File: config.mk
export PLATFORM = sky130hd
export DESIGN_NAME = temp_conv_ctrl_flat
export DESIGN_NICKNAME = d
export VERILOG_FILES = /design/src/rtl/temp_conv_pkg.sv /design/src/rtl/temp_conv_ctrl_if.sv /design/src/rtl/rr_arbiter2.sv /design/src/rtl/temp_conv_ctrl.sv /design/src/flat_wrapper.sv
export SDC_FILE = /design/constraint.sdc
export NUM_CORES = 1
export LEC_CHECK = 0
export CAP_MARGIN = 20
export CORE_UTILIZATION = 54
export CTS_BUF_LIST = sky130_fd_sc_hd__clkbuf_4 sky130_fd_sc_hd__clkbuf_8
export CTS_CLUSTER_DIAMETER = 200
export CTS_CLUSTER_SIZE = 8
export DETAILED_ROUTE_END_ITERATION = 16
export GPL_ROUTABILITY_DRIVEN = 0
export PLACE_DENSITY = 0.88
export SETUP_SLACK_MARGIN = 0.3
export SYNTH_ARGS = -nofsm -noshare
export SYNTH_HDL_FRONTEND = slang
export SYNTH_SLANG_ARGS = --single-unit
File: constraint.sdc
create_clock -name clk -period 6.5 [get_ports clk]
set_input_delay 0.975 -clock clk [delete_from_list [all_inputs] [get_ports clk]]
set_output_delay 0.975 -clock clk [all_outputs]
set_load 0.01 [all_outputs]
File: src/rtl/temp_conv_pkg.sv
// Shared types and unit encodings for the temperature-conversion request sequencer.
package temp_conv_pkg;
   typedef enum logic [1:0] {IDLE, ISSUE, CAPTURE, RESP} state_t;

   localparam logic UNIT_C2F = 1'b1;
   localparam logic UNIT_F2C = 1'b0;
endpackage

File: src/rtl/temp_conv_ctrl_if.sv
// Request/response channels between the two requesters and the conversion sequencer.
interface temp_conv_ctrl_if #(parameter int VAL_W = 8);
   logic [1:0]            req_valid;
   logic [1:0]            req_ready;
   logic [1:0][VAL_W-1:0] req_value;
   logic [1:0]            req_unit;
   logic                  rsp_valid;
   logic                  rsp_ready;
   logic [VAL_W-1:0]      rsp_data;
   logic                  rsp_id;
   logic                  rsp_err;

   modport master (
      output req_valid, req_value, req_unit, rsp_ready,
      input  req_ready, rsp_valid, rsp_data, rsp_id, rsp_err
   );

   modport slave (
      input  req_valid, req_value, req_unit, rsp_ready,
      output req_ready, rsp_valid, rsp_data, rsp_id, rsp_err
   );
endinterface

File: src/rtl/rr_arbiter2.sv
// Two-way round-robin grant; `last` remembers the most recently accepted requester.
module rr_arbiter2 (
   input  logic       clk,
   input  logic       rst_n,
   input  logic [1:0] valid,
   input  logic       accept,
   output logic       grant
);
   logic last;

   always_comb begin
      case (valid)
         2'b01:   grant = 1'b0;
         2'b10:   grant = 1'b1;
         default: grant = ~last;
      endcase
   end

   // Reset to 1 so requester 0 wins the first contest.
   always_ff @(posedge clk or negedge rst_n) begin
      if (!rst_n)      last <= 1'b1;
      else if (accept) last <= grant;
   end
endmodule

File: src/rtl/temp_conv_ctrl.sv
// Sequences one conversion at a time from two requesters through the synchronous ROM.
module temp_conv_ctrl
   import temp_conv_pkg::*;
#(
   parameter int VAL_W  = 8,
   parameter int ADDR_W = 9,
   parameter int C_MAX  = 100,
   parameter int F_MIN  = 32,
   parameter int F_MAX  = 212,
   parameter int CNT_W  = 16
) (
   input  logic              clk,
   input  logic              rst_n,
   temp_conv_ctrl_if.slave   bus,
   output logic [ADDR_W-1:0] rom_addr,
   output logic              rom_unit,
   output logic              rom_en,
   input  logic [VAL_W-1:0]  rom_data,
   output logic [CNT_W-1:0]  done_cnt,
   output logic [CNT_W-1:0]  err_cnt
);
   state_t            state;
   logic              grant;
   logic              accept;
   logic [VAL_W-1:0]  sel_value;
   logic              sel_unit;
   logic              in_range;
   logic [ADDR_W-1:0] map_addr;

   rr_arbiter2 u_arb (
      .clk    (clk),
      .rst_n  (rst_n),
      .valid  (bus.req_valid),
      .accept (accept),
      .grant  (grant)
   );

   assign bus.req_ready = (state != IDLE) ? 2'b00 : (grant ? 2'b10 : 2'b01);
   assign accept        = |(bus.req_valid & bus.req_ready);
   assign sel_value     = bus.req_value[grant];
   assign sel_unit      = bus.req_unit[grant];

   // F->C entries sit directly after the C->F region; the range check keeps the subtraction positive.
   always_comb begin
      if (sel_unit == UNIT_C2F) begin
         in_range = int'(sel_value) <= C_MAX;
         map_addr = ADDR_W'(sel_value);
      end else begin
         in_range = (int'(sel_value) >= F_MIN) && (int'(sel_value) <= F_MAX);
         map_addr = ADDR_W'(C_MAX + 1) + (ADDR_W'(sel_value) - ADDR_W'(F_MIN));
      end
   end

   always_ff @(posedge clk or negedge rst_n) begin
      if (!rst_n) begin
         state         <= IDLE;
         rom_en        <= 1'b0;
         rom_addr      <= '0;
         rom_unit      <= 1'b0;
         bus.rsp_valid <= 1'b0;
         bus.rsp_data  <= '0;
         bus.rsp_id    <= 1'b0;
         bus.rsp_err   <= 1'b0;
         done_cnt      <= '0;
         err_cnt       <= '0;
      end else begin
         case (state)
            IDLE: begin
               if (accept) begin
                  bus.rsp_id <= grant;
                  if (in_range) begin
                     rom_en   <= 1'b1;
                     rom_addr <= map_addr;
                     rom_unit <= sel_unit;
                     state    <= ISSUE;
                  end else begin
                     bus.rsp_err   <= 1'b1;
                     bus.rsp_data  <= '0;
                     bus.rsp_valid <= 1'b1;
                     state         <= RESP;
                  end
               end
            end
            ISSUE: begin
               rom_en <= 1'b0;
               state  <= CAPTURE;
            end
            CAPTURE: begin
               bus.rsp_data  <= rom_data;
               bus.rsp_err   <= 1'b0;
               bus.rsp_valid <= 1'b1;
               state         <= RESP;
            end
            RESP: begin
               if (bus.rsp_ready) begin
                  bus.rsp_valid <= 1'b0;
                  state         <= IDLE;
                  if (bus.rsp_err) begin
                     if (err_cnt != '1) err_cnt <= err_cnt + 1'b1;
                  end else begin
                     if (done_cnt != '1) done_cnt <= done_cnt + 1'b1;
                  end
               end
            end
            default: state <= IDLE;
         endcase
      end
   end
endmodule

File: src/flat_wrapper.sv
// flat-port wrapper written by rule: the top's interface ports become plain ports
module temp_conv_ctrl_flat import temp_conv_pkg::*;
#(
   parameter int VAL_W  = 8,
   parameter int ADDR_W = 9,
   parameter int C_MAX  = 100,
   parameter int F_MIN  = 32,
   parameter int F_MAX  = 212,
   parameter int CNT_W  = 16
)
  (clk, rst_n, rom_addr, rom_unit, rom_en, rom_data, done_cnt, err_cnt, bus_req_valid, bus_req_value, bus_req_unit, bus_rsp_ready, bus_req_ready, bus_rsp_valid, bus_rsp_data, bus_rsp_id, bus_rsp_err);
  temp_conv_ctrl_if #(.VAL_W(VAL_W)) bus_i ();
  input  logic clk;
  input  logic rst_n;
  output logic [ADDR_W-1:0] rom_addr;
  output logic rom_unit;
  output logic rom_en;
  input  logic [VAL_W-1:0] rom_data;
  output logic [CNT_W-1:0] done_cnt;
  output logic [CNT_W-1:0] err_cnt;
  input wire logic [$bits(bus_i.req_valid)-1:0] bus_req_valid;
  input wire logic [$bits(bus_i.req_value)-1:0] bus_req_value;
  input wire logic [$bits(bus_i.req_unit)-1:0] bus_req_unit;
  input wire logic [$bits(bus_i.rsp_ready)-1:0] bus_rsp_ready;
  output wire logic [$bits(bus_i.req_ready)-1:0] bus_req_ready;
  output wire logic [$bits(bus_i.rsp_valid)-1:0] bus_rsp_valid;
  output wire logic [$bits(bus_i.rsp_data)-1:0] bus_rsp_data;
  output wire logic [$bits(bus_i.rsp_id)-1:0] bus_rsp_id;
  output wire logic [$bits(bus_i.rsp_err)-1:0] bus_rsp_err;
  assign bus_i.req_valid = bus_req_valid;
  assign bus_i.req_value = bus_req_value;
  assign bus_i.req_unit = bus_req_unit;
  assign bus_i.rsp_ready = bus_rsp_ready;
  assign bus_req_ready = bus_i.req_ready;
  assign bus_rsp_valid = bus_i.rsp_valid;
  assign bus_rsp_data = bus_i.rsp_data;
  assign bus_rsp_id = bus_i.rsp_id;
  assign bus_rsp_err = bus_i.rsp_err;
  temp_conv_ctrl #(.VAL_W(VAL_W), .ADDR_W(ADDR_W), .C_MAX(C_MAX), .F_MIN(F_MIN), .F_MAX(F_MAX), .CNT_W(CNT_W)) u_core (.clk(clk), .rst_n(rst_n), .bus(bus_i), .rom_addr(rom_addr), .rom_unit(rom_unit), .rom_en(rom_en), .rom_data(rom_data), .done_cnt(done_cnt), .err_cnt(err_cnt));
endmodule
==> results of run 1 <==
## worst max-delay path by stage
stage	cells past startpoint	slack [ns]	to	from
3_5_place_dp	11	1.90	u_core.rom_addr[5]$_DFFE_PN0P_	bus_req_valid[0]
3_3_place_gp	11	2.10	u_core.rom_addr[1]$_DFFE_PN0P_	bus_req_valid[0]
5_1_grt	11	2.01	u_core.rom_addr[5]$_DFFE_PN0P_	bus_req_valid[0]
4_1_cts	11	2.25	u_core.rom_addr[5]$_DFFE_PN0P_	bus_req_valid[0]
6_report	11	2.20	u_core.rom_addr[5]$_DFFE_PN0P_	bus_req_valid[0]
2_1_floorplan	13	3.12	u_core.rom_addr[0]$_DFFE_PN0P_	bus_req_valid[0]
## registers in the layout, summed over array words and instances (netlist names)
register              cells
u_core.bus.rsp_data       8
u_core.bus.rsp_id         1
u_core.bus.rsp_valid      1
u_core.u_arb.last         1
u_core.err_cnt           16
u_core.state              2
u_core.rom_unit           1
u_core.bus.rsp_err        1
u_core.done_cnt          16
u_core.rom_addr           9
u_core.rom_en             1
## synthesized netlist by cell type (2+ instances only)
master / count / area [µm²]
o2111ai_1: 2 / 17.5
or3_1: 3 / 18.8
ha_1: 10 / 125
nand4_1: 11 / 68.8
nand3_1: 13 / 65.1
xnor2_1: 26 / 228
and2_1: 3 / 18.8
nand2b_1: 2 / 12.5
inv_1: 17 / 63.8
mux2_4: 8 / 120
mux2_2: 8 / 90.1
nor2b_1: 3 / 18.8
nor4_1: 3 / 18.8
a31oi_1: 3 / 18.8
mux2i_1: 16 / 160
xor2_1: 10 / 87.6
nor2_1: 15 / 56.3
o21ai_0: 8 / 40.0
buf_6: 3 / 33.8
nand2_1: 33 / 124
a21oi_1: 13 / 65.1
and3_1: 5 / 31.3
nor3_1: 5 / 25.0
dfrtp_1: 56 / 1400
o2111a_1: 2 / 22.5
and4_1: 2 / 17.5
clkbuf_1: 2 / 7.51
## power by group
part	leakage, µW	internal (µW)	switching [µW]	total, µW
clock	0.000110	205	142	347
combinational	0.00102	338	286	623
sequential	0.000744	443	72.3	516
total	0.00187	986	500	1490
## stage by stage
step | total power (µW) | instance area, µm² | setup WS (ns) | utilization, %
2_1_floorplan | 888 | 3190 | 3.12 | -
3_3_place_gp | 1120 | 4100 | 2.10 | 73.1
3_5_place_dp | 1140 | 4100 | 1.90 | 73.1
4_1_cts | 1490 | 4310 | 2.25 | 76.8
5_1_grt | 1580 | 4310 | 2.01 | 76.8
6_report | 1490 | 4310 | 2.20 | 76.8
## area by class of cell
type                    instances  area [µm²]  area share, %
clock inverters                 3        40.0          0.930
inverters                      17        63.8           1.48
multi-input cells             225        1650           38.2
clock buffers                  13         166           3.87
flip-flops and latches         57        1430           33.2
repair buffers                 88         871           20.2
well taps                      72        90.1           2.09
## layout by cell type, fill, tap and decap left out, drive strengths merged, types with 3 or more instances in the layout
cell type      instances
clkdlybuf4s50         85
dfrtp                 56
nand2                 34
xnor2                 26
inv                   17
mux2i                 16
nor2                  16
mux2                  16
a21oi                 14
nand3                 14
clkbuf                13
nand4                 11
xor2                  10
ha                    10
o21ai                  9
and3                   5
nor3                   5
and2                   4
a31oi                  4
nor4                   3
nor2b                  3
or3                    3
buf                    3
## routing by layer
metal | global-route usage (%) | wire, µm
met1 | 31.8 | 3080
met2 | 42.3 | 3620
met5 | 0 | 0
met4 | 10.2 | 144
met3 | 5.75 | 497
## logic make-up (layout without fill, tap and decap cells)
family	Yosys count	count (layout)	synth area share, %
compound gates	42	42	9.31
flops	57	57	44.8
simple gates	105	105	16.9
mux	32	32	11.6
buf+inv	23	121	3.53
fa+ha+maj	10	10	3.93
xor+xnor	36	36	9.89
==> run_results.csv, run 1 <==
group,metric,value,unit
sta,fin_crit_sh,66.2,%
hold_path,worstHoldEndpoint,"u_core.err_cnt[13]$_DFFE_PN0P_",
critical_path,worstSetupEndpointType,"register",
pwr,max-vdd-ir-drop,0.309,mV
global_routing,grt_usage,25.3,%
placed_design,dpl.hpwl,5220,µm
cts,clk_pin_slew,0.06,ns
detailed_routing,wl_per_cell,15.5,µm
critical_path,cp-start-kind,"input pin",
floorplanning,die_x,78.8,µm
global_routing,antenna_found_initial,0,
cts,cts.path.max_buffers,2,
yosys,ys.flop_type,"dfrtp_1",
sta,period_needed,4.30,ns
sta,hold_viol_final,0,
yosys,ys_seq_elements,57,
floorplanning,start_util,56.8,%
finish,syn_to_final_growth,35.1,%
pwr,power.density,345,mW/mm²
detailed_routing,drt-vias-per-instance,5.61,
yosys,seq_area_frac_synth,44.8,%
cts,h-tree-depth,3,
critical_path,critical-path-slowest-cell,"nand4_1",
critical_path,path_class,"input pin to register",
global_routing,grt_max_degree,58,
pwr,p_leak,0.00187,µW
finish,num_antenna_cells,0,
yosys,synth_edf_count,0,
critical_path,cp_common_cell,"ha_1",
critical_path,cp.required,6.71,ns
sta,rsz0062_at_grt,"false",
cts,clk_latency,0.33,ns
finish,drive_gt1_share,10.9,%
floorplanning,rows,27,
detailed_routing,num_vias,2663,
critical_path,rr_startpoint,"u_core.u_arb.last$_DFFE_PN1P_",
cts,cts-hold-fix-buffers,0,
yosys,syn-num-nets,346,
floorplanning,ioPinCount,87,
sta,fin_setup_tns,0,ns
floorplanning,fp.coreArea,0.00561,mm²
sta,clock_skew,0.00679,ns
critical_path,critPathTopFamily,"simple AND/OR/NAND/NOR gates",
sta,drv_slew,0,
critical_path,path_cells,"clkdlybuf4s50_1 > inv_1 > ha_1 > or2_1 > nand2_4 > mux2i_1 > ha_1 > a21oi_2 > o2111ai_1 > nand4_1 > mux2_4",
yosys,synth-warning-count,0,
global_routing,grt_pass1_vias,2660,
detailed_routing,drtPass1Iterations,4,
hold_path,worstHoldStart,"u_core.err_cnt[13]$_DFFE_PN0P_",
critical_path,path_buf_inv,2,
critical_path,worst-r2r-cell-count,8,
flow_run,drv_cap,0,
hold_path,min_path_type,"register to register",
cts,post_cts_resized,0,
critical_path,slowest_delay,0.67,ns
cts,numClockSinks,57,
finish,layout.nets,439,
cts,cts_made_buffers,9,
floorplanning,die_h,78.8,µm
outcome,status,"finished, final reports clean",
detailed_routing,totalWireLength,7350,µm
placed_design,dp_cells,459,
critical_path,worstReg2RegEnd,"u_core.rom_addr[5]$_DFFE_PN0P_",
yosys,avgSynthCellArea,10.4,µm²
sta,finalSetupViolCount,0,
placed_design,portBuffers,86,
global_routing,grt_first_pass_wirelength,12200,µm
finish,fillCellCount,398,
global_routing,grt-ovfl-total,0,
cts,cts_setup_buffers,0,
cts,cts_tree,"done",
critical_path,arrival,4.52,ns
sta,max_freq,0.232,GHz
yosys,synth-async-reset-ratio,100,%
yosys,synthCells,305,
detailed_routing,ant_nets,0,
critical_path,r2r_slack,3.27,ns
cts,cts-root-buf,"clkbuf_8",
sta,hold_ws,0.491,ns
detailed_routing,drtIter0Drc,144,
critical_path,crit_path_max_fanout,12,
detailed_routing,drc,0,
finish,finalNonFillerCells,475,
sta,slew_headroom,48.0,%
hold_path,hold_path_depth,1,
yosys,netlist_area,0.00319,mm²
yosys,synth_cell_types,50,
sta,worst_slew_pin_slew,0.777,ns
floorplanning,die-area,0.00621,mm²
Note: power is estimated with default switching activity, not from simulation.
==> run 2: changes to the inputs <==
Settings changed: CORE_UTILIZATION 54 to 45, PLACE_DENSITY 0.88 to 0.78.
Clock period 6.5 ns to 3.75 ns, I/O delays scaled along.
==> run_results.csv, run 2 (synthesized netlist as in run 1, its figures left out) <==
group,metric,value,unit
outcome,status,"finished, final reports clean",
cts,clk_pin_slew,0.07,ns
detailed_routing,drtIter0Drc,115,
sta,clock_skew,0.00744,ns
critical_path,critPathTopFamily,"buffers and inverters",
placed_design,dpl.hpwl,5580,µm
placed_design,portBuffers,86,
critical_path,cp.required,3.97,ns
cts,cts_setup_buffers,0,
global_routing,grt_pass1_vias,2591,
cts,post_cts_resized,0,
floorplanning,die_x,86.2,µm
finish,layout.nets,441,
global_routing,antenna_found_initial,0,
cts,cts_tree,"done",
global_routing,grt-ovfl-total,0,
sta,drv_slew,0,
sta,fin_crit_sh,87.4,%
floorplanning,ioPinCount,87,
finish,final_cell_mix,"clkdlybuf4s50_1, dfrtp_1, nand2_1",
critical_path,arrival,3.50,ns
sta,fin_setup_tns,0,ns
cts,cts.path.max_buffers,2,
sta,period_needed,3.28,ns
hold_path,min_path_type,"input pin to async pin",
critical_path,critical-path-slowest-cell,"clkdlybuf4s50_1",
finish,num_antenna_cells,0,
sta,hold_ws,0.244,ns
global_routing,grt_max_degree,30,
floorplanning,die-area,0.00742,mm²
detailed_routing,num_vias,2656,
detailed_routing,wl_per_cell,15.1,µm
critical_path,path_cells,"clkdlybuf4s50_1 > inv_1 > ha_1 > or2_1 > nand2_4 > mux2i_2 > ha_1 > a21oi_2 > o2111ai_1 > nand4_1 > buf_4 > mux2_4",
critical_path,slowest_delay,0.47,ns
detailed_routing,drtPass1Iterations,4,
floorplanning,rows,30,
pwr,max-vdd-ir-drop,0.338,mV
cts,cts-hold-fix-buffers,0,
floorplanning,fp.coreArea,0.00683,mm²
global_routing,grt_usage,21.1,%
pwr,p_leak,0.00186,µW
critical_path,cp-start-kind,"input pin",
critical_path,path_class,"input pin to register",
cts,cts_made_buffers,9,
pwr,power.density,579,mW/mm²
sta,rsz0062_at_grt,"false",
sta,hold_viol_final,0,
critical_path,path_buf_inv,3,
sta,finalSetupViolCount,0,
cts,clk_latency,0.33,ns
detailed_routing,drt-vias-per-instance,5.30,
critical_path,worstSetupEndpointType,"register",
floorplanning,die_h,86.2,µm
cts,numClockSinks,57,
cts,cts-root-buf,"clkbuf_8",
critical_path,crit_path_max_fanout,12,
global_routing,grt_first_pass_wirelength,12200,µm
finish,drive_gt1_share,11.6,%
finish,syn_to_final_growth,35.8,%
sta,slew_headroom,57.5,%
detailed_routing,ant_nets,0,
detailed_routing,totalWireLength,7590,µm
detailed_routing,drc,0,
cts,h-tree-depth,3,
finish,top_regs,"u_core.done_cnt x16, u_core.err_cnt x16, u_core.rom_addr x9",
critical_path,cp_common_cell,"ha_1",
sta,worst_slew_pin_slew,0.637,ns
flow_run,drv_cap,0,
sta,max_freq,0.305,GHz
finish,mostFrequentLayoutCell,"clkdlybuf4s50_1",
floorplanning,start_util,46.6,%
run 2: changes by cell type in the layout (fill, tap and decap cells not counted), sizes merged:
cell / change
inv: +1
clkinvlp: +3
bufinv: -1
clkbuf: -3
buf: +2
run 2: through the flow:
step	cells	instance area (µm²)	setup WS [ns]	utilization, %	power, µW
after floorplan	305	3190	0.778	-	1540
after global placement	485	4140	0.255	60.7	1960
after detailed placement	485	4140	0.129	60.7	2000
after CTS	501	4320	0.485	63.3	2530
after global routing	501	4330	0.296	63.3	2660
final	501	4330	0.473	63.3	2510
run 2: worst register-to-register path, cell delays in order (launching register included):
cell and delay, ns:
dfstp_2 0.55, nand2_1 0.19, nand2_4 0.23, mux2i_2 0.33
ha_1 0.22, a21oi_2 0.05, o2111ai_1 0.27, nand4_1 0.15
buf_4 0.20, mux2_4 0.30
run 2: cell type report:
| type | instances | area (µm²) |
|---|---|---|
| well taps | 96 | 120 |
| clock buffers | 10 | 138 |
| clock inverters | 6 | 41.3 |
| flip-flops and latches | 57 | 1430 |
| fillers | 593 | 2500 |
| inverters | 17 | 63.8 |
| multi-input cells | 225 | 1650 |
| repair buffers | 90 | 886 |
run 2: metal layers:
metal | part of all wire [%] | global-route usage [%] | vias to the layer above
met1 | 43 | 26.6 | 1292
met5 | 0 | 0 | -
met2 | 49 | 34.5 | 90
met4 | 1.1 | 7.73 | 0
met3 | 6.6 | 6.35 | 13
li1 | - | - | 1261
run 2: where the power goes:
part	leakage (µW)	internal [µW]	switching [µW]
registers	0.000744	768	128
clock network	0.0000847	257	264
logic	0.00103	590	498
run 2: final timing paths:
kind	cells past startpoint	from	slack, ns	endpoint
max in group asynchronous	2	rst_n	2.67	u_core.err_cnt[4]$_DFFE_PN0P_
hold reg to reg	1	u_core.err_cnt[15]$_DFFE_PN0P_	0.49	u_core.err_cnt[15]$_DFFE_PN0P_
setup reg to reg	9	u_core.u_arb.last$_DFFE_PN1P_	1.13	u_core.rom_addr[3]$_DFFE_PN0P_
min in group clk	1	u_core.err_cnt[15]$_DFFE_PN0P_	0.49	u_core.err_cnt[15]$_DFFE_PN0P_
setup / recovery	12	bus_req_valid[0]	0.47	u_core.rom_addr[3]$_DFFE_PN0P_
hold / removal	1	rst_n	0.24	u_core.rom_addr[4]$_DFFE_PN0P_
==> run 3: changes to the inputs <==
Settings changed: CAP_MARGIN 20 to 30, PLACE_DENSITY 0.78 to 0.87.
==> run_results.csv, run 3 (synthesized netlist as in run 1, its figures left out) <==
group,metric,value,unit
outcome,status,"finished, final reports clean",
floorplanning,die-area,0.00742,mm²
critical_path,critical-path-slowest-cell,"clkdlybuf4s50_1",
floorplanning,fp.coreArea,0.00683,mm²
detailed_routing,drt-vias-per-instance,5.28,
sta,layout_setup_ws,0.422,ns
finish,seq_area,0.00143,mm²
finish,layout.nets,441,
detailed_routing,num_vias,2644,
finish,final_cell_mix,"clkdlybuf4s50_1, dfrtp_1, nand2_1",
placed_design,portBuffers,86,
placed_design,dpl.hpwl,5510,µm
sta,worst_slew_pin_slew,0.692,ns
critical_path,cp-start-kind,"input pin",
critical_path,path_cells,"clkdlybuf4s50_1 > inv_1 > ha_1 > or2_1 > nand2_4 > mux2i_1 > ha_1 > a21oi_2 > o2111ai_1 > nand4_1 > buf_4 > mux2_4",
sta,rsz0062_at_grt,"false",
pwr,pwr-share-clk,21.9,%
critical_path,critPathTopFamily,"buffers and inverters",
detailed_routing,wl_per_cell,14.9,µm
pwr,swShare,34.4,%
cts,cts_made_buffers,9,
floorplanning,die_h,86.2,µm
pwr,max-vdd-ir-drop,0.353,mV
global_routing,grt_pass1_vias,2662,
flow_run,drv_cap,0,
cts,cts-root-buf,"clkbuf_8",
cts,cts_setup_buffers,0,
cts,cts-hold-fix-buffers,0,
cts,clk_pin_slew,0.07,ns
global_routing,grt-ovfl-total,0,
global_routing,antenna_found_initial,0,
pwr,power.density,588,mW/mm²
sta,drv_slew,0,
finish,top_regs,"u_core.done_cnt x16, u_core.err_cnt x16, u_core.rom_addr x9",
cts,cts.path.max_buffers,2,
cts,numClockSinks,57,
finish,num_antenna_cells,0,
critical_path,slowest_delay,0.48,ns
cts,h-tree-depth,3,
global_routing,grt_first_pass_wirelength,12300,µm
critical_path,r2r_slack,1.07,ns
finish,fillCellCount,576,
finish,mostFrequentLayoutCell,"clkdlybuf4s50_1",
detailed_routing,drc,0,
floorplanning,start_util,46.6,%
floorplanning,ioPinCount,87,
detailed_routing,ant_nets,0,
critical_path,path_class,"input pin to register",
pwr,p_seq_share,35.1,%
pwr,p_leak,0.00188,µW
hold_path,min_path_type,"input pin to async pin",
pwr,combPwrFrac,42.9,%
global_routing,grt_usage,21.5,%
sta,finalSetupViolCount,0,
critical_path,cp.required,3.97,ns
critical_path,worstSetupEndpointType,"register",
sta,period_needed,3.33,ns
finish,syn_to_final_growth,36.0,%
critical_path,crit_path_max_fanout,12,
sta,fin_setup_tns,0,ns
finish,final_util,63.4,%
pwr,switching_power,877,µW
sta,fin_crit_sh,88.7,%
detailed_routing,drtIter0Drc,87,
floorplanning,rows,30,
sta,max_freq,0.300,GHz
detailed_routing,drtPass1Iterations,4,
global_routing,grt_max_degree,31,
floorplanning,die_x,86.2,µm
cts,cts_tree,"done",
sta,hold_viol_final,0,
pwr,p_int,1670,µW
detailed_routing,totalWireLength,7450,µm
cts,post_cts_resized,0,
critical_path,cp_common_cell,"ha_1",
cts,clk_latency,0.34,ns
finish,drive_gt1_share,11.4,%
critical_path,path_buf_inv,3,
placed_design,dp_slack,0.0899,ns
sta,clock_skew,0.0127,ns
finish,multi_input_area,0.00165,mm²
critical_path,arrival,3.55,ns
sta,slew_headroom,53.9,%
run 3: final cells by class:
| type | instances | share of cell area, % |
|---|---|---|
| multi-input combinational | 225 | 38.0 |
| inverter | 17 | 1.47 |
| tap | 96 | 2.77 |
| clock buffer | 10 | 3.03 |
| sequential | 57 | 32.9 |
| clock inverter | 6 | 1.36 |
| timing repair buffer | 90 | 20.4 |
run 3: worst paths after layout:
check | startpoint | to | cells after the start
setup / recovery | bus_req_valid[0] | u_core.rom_addr[3]$_DFFE_PN0P_ | 12
hold / removal | rst_n | u_core.rom_addr[4]$_DFFE_PN0P_ | 1
setup reg to reg | u_core.u_arb.last$_DFFE_PN1P_ | u_core.rom_addr[3]$_DFFE_PN0P_ | 9
hold reg to reg | u_core.err_cnt[15]$_DFFE_PN0P_ | u_core.err_cnt[15]$_DFFE_PN0P_ | 1
max in group asynchronous | rst_n | u_core.u_arb.last$_DFFE_PN1P_ | 2
min in group clk | u_core.err_cnt[15]$_DFFE_PN0P_ | u_core.err_cnt[15]$_DFFE_PN0P_ | 1
run 3: layer usage:
| layer | up-vias | GRT usage, % | routed length, µm |
|---|---|---|---|
| met5 | - | 0 | 0 |
| met4 | 0 | 6.97 | 87 |
| met3 | 11 | 6.64 | 561 |
| met2 | 104 | 36.1 | 3540 |
| met1 | 1265 | 26.2 | 3260 |
| li1 | 1264 | - | - |
run 3: worst register-to-register path, cell delays in order (launching register included):
cell and delay [ns]:
dfstp_2 0.55, nand2_1 0.20, nand2_4 0.24, mux2i_1 0.35
ha_1 0.23, a21oi_2 0.05, o2111ai_1 0.27, nand4_1 0.17
buf_4 0.21, mux2_4 0.31
run 3: power groups by stage:
stage          clock network, µW  registers, µW  logic (µW)
2_1_floorplan                  0            943         596
3_3_place_gp                   0            897        1060
3_5_place_dp                   0            902        1090
4_1_cts                      574            895        1100
5_1_grt                      606            916        1200
6_report                     559            895        1090
run 3: stage by stage:
step	instance area, µm²	instances	total power, µW	hold WS, ns
floorplan	3190	305	1540	0.267
global placement	4140	485	1960	0.473
detailed placement	4140	485	2000	0.483
CTS	4330	501	2570	0.276
global route	4330	501	2720	0.310
finish	4330	501	2550	0.266
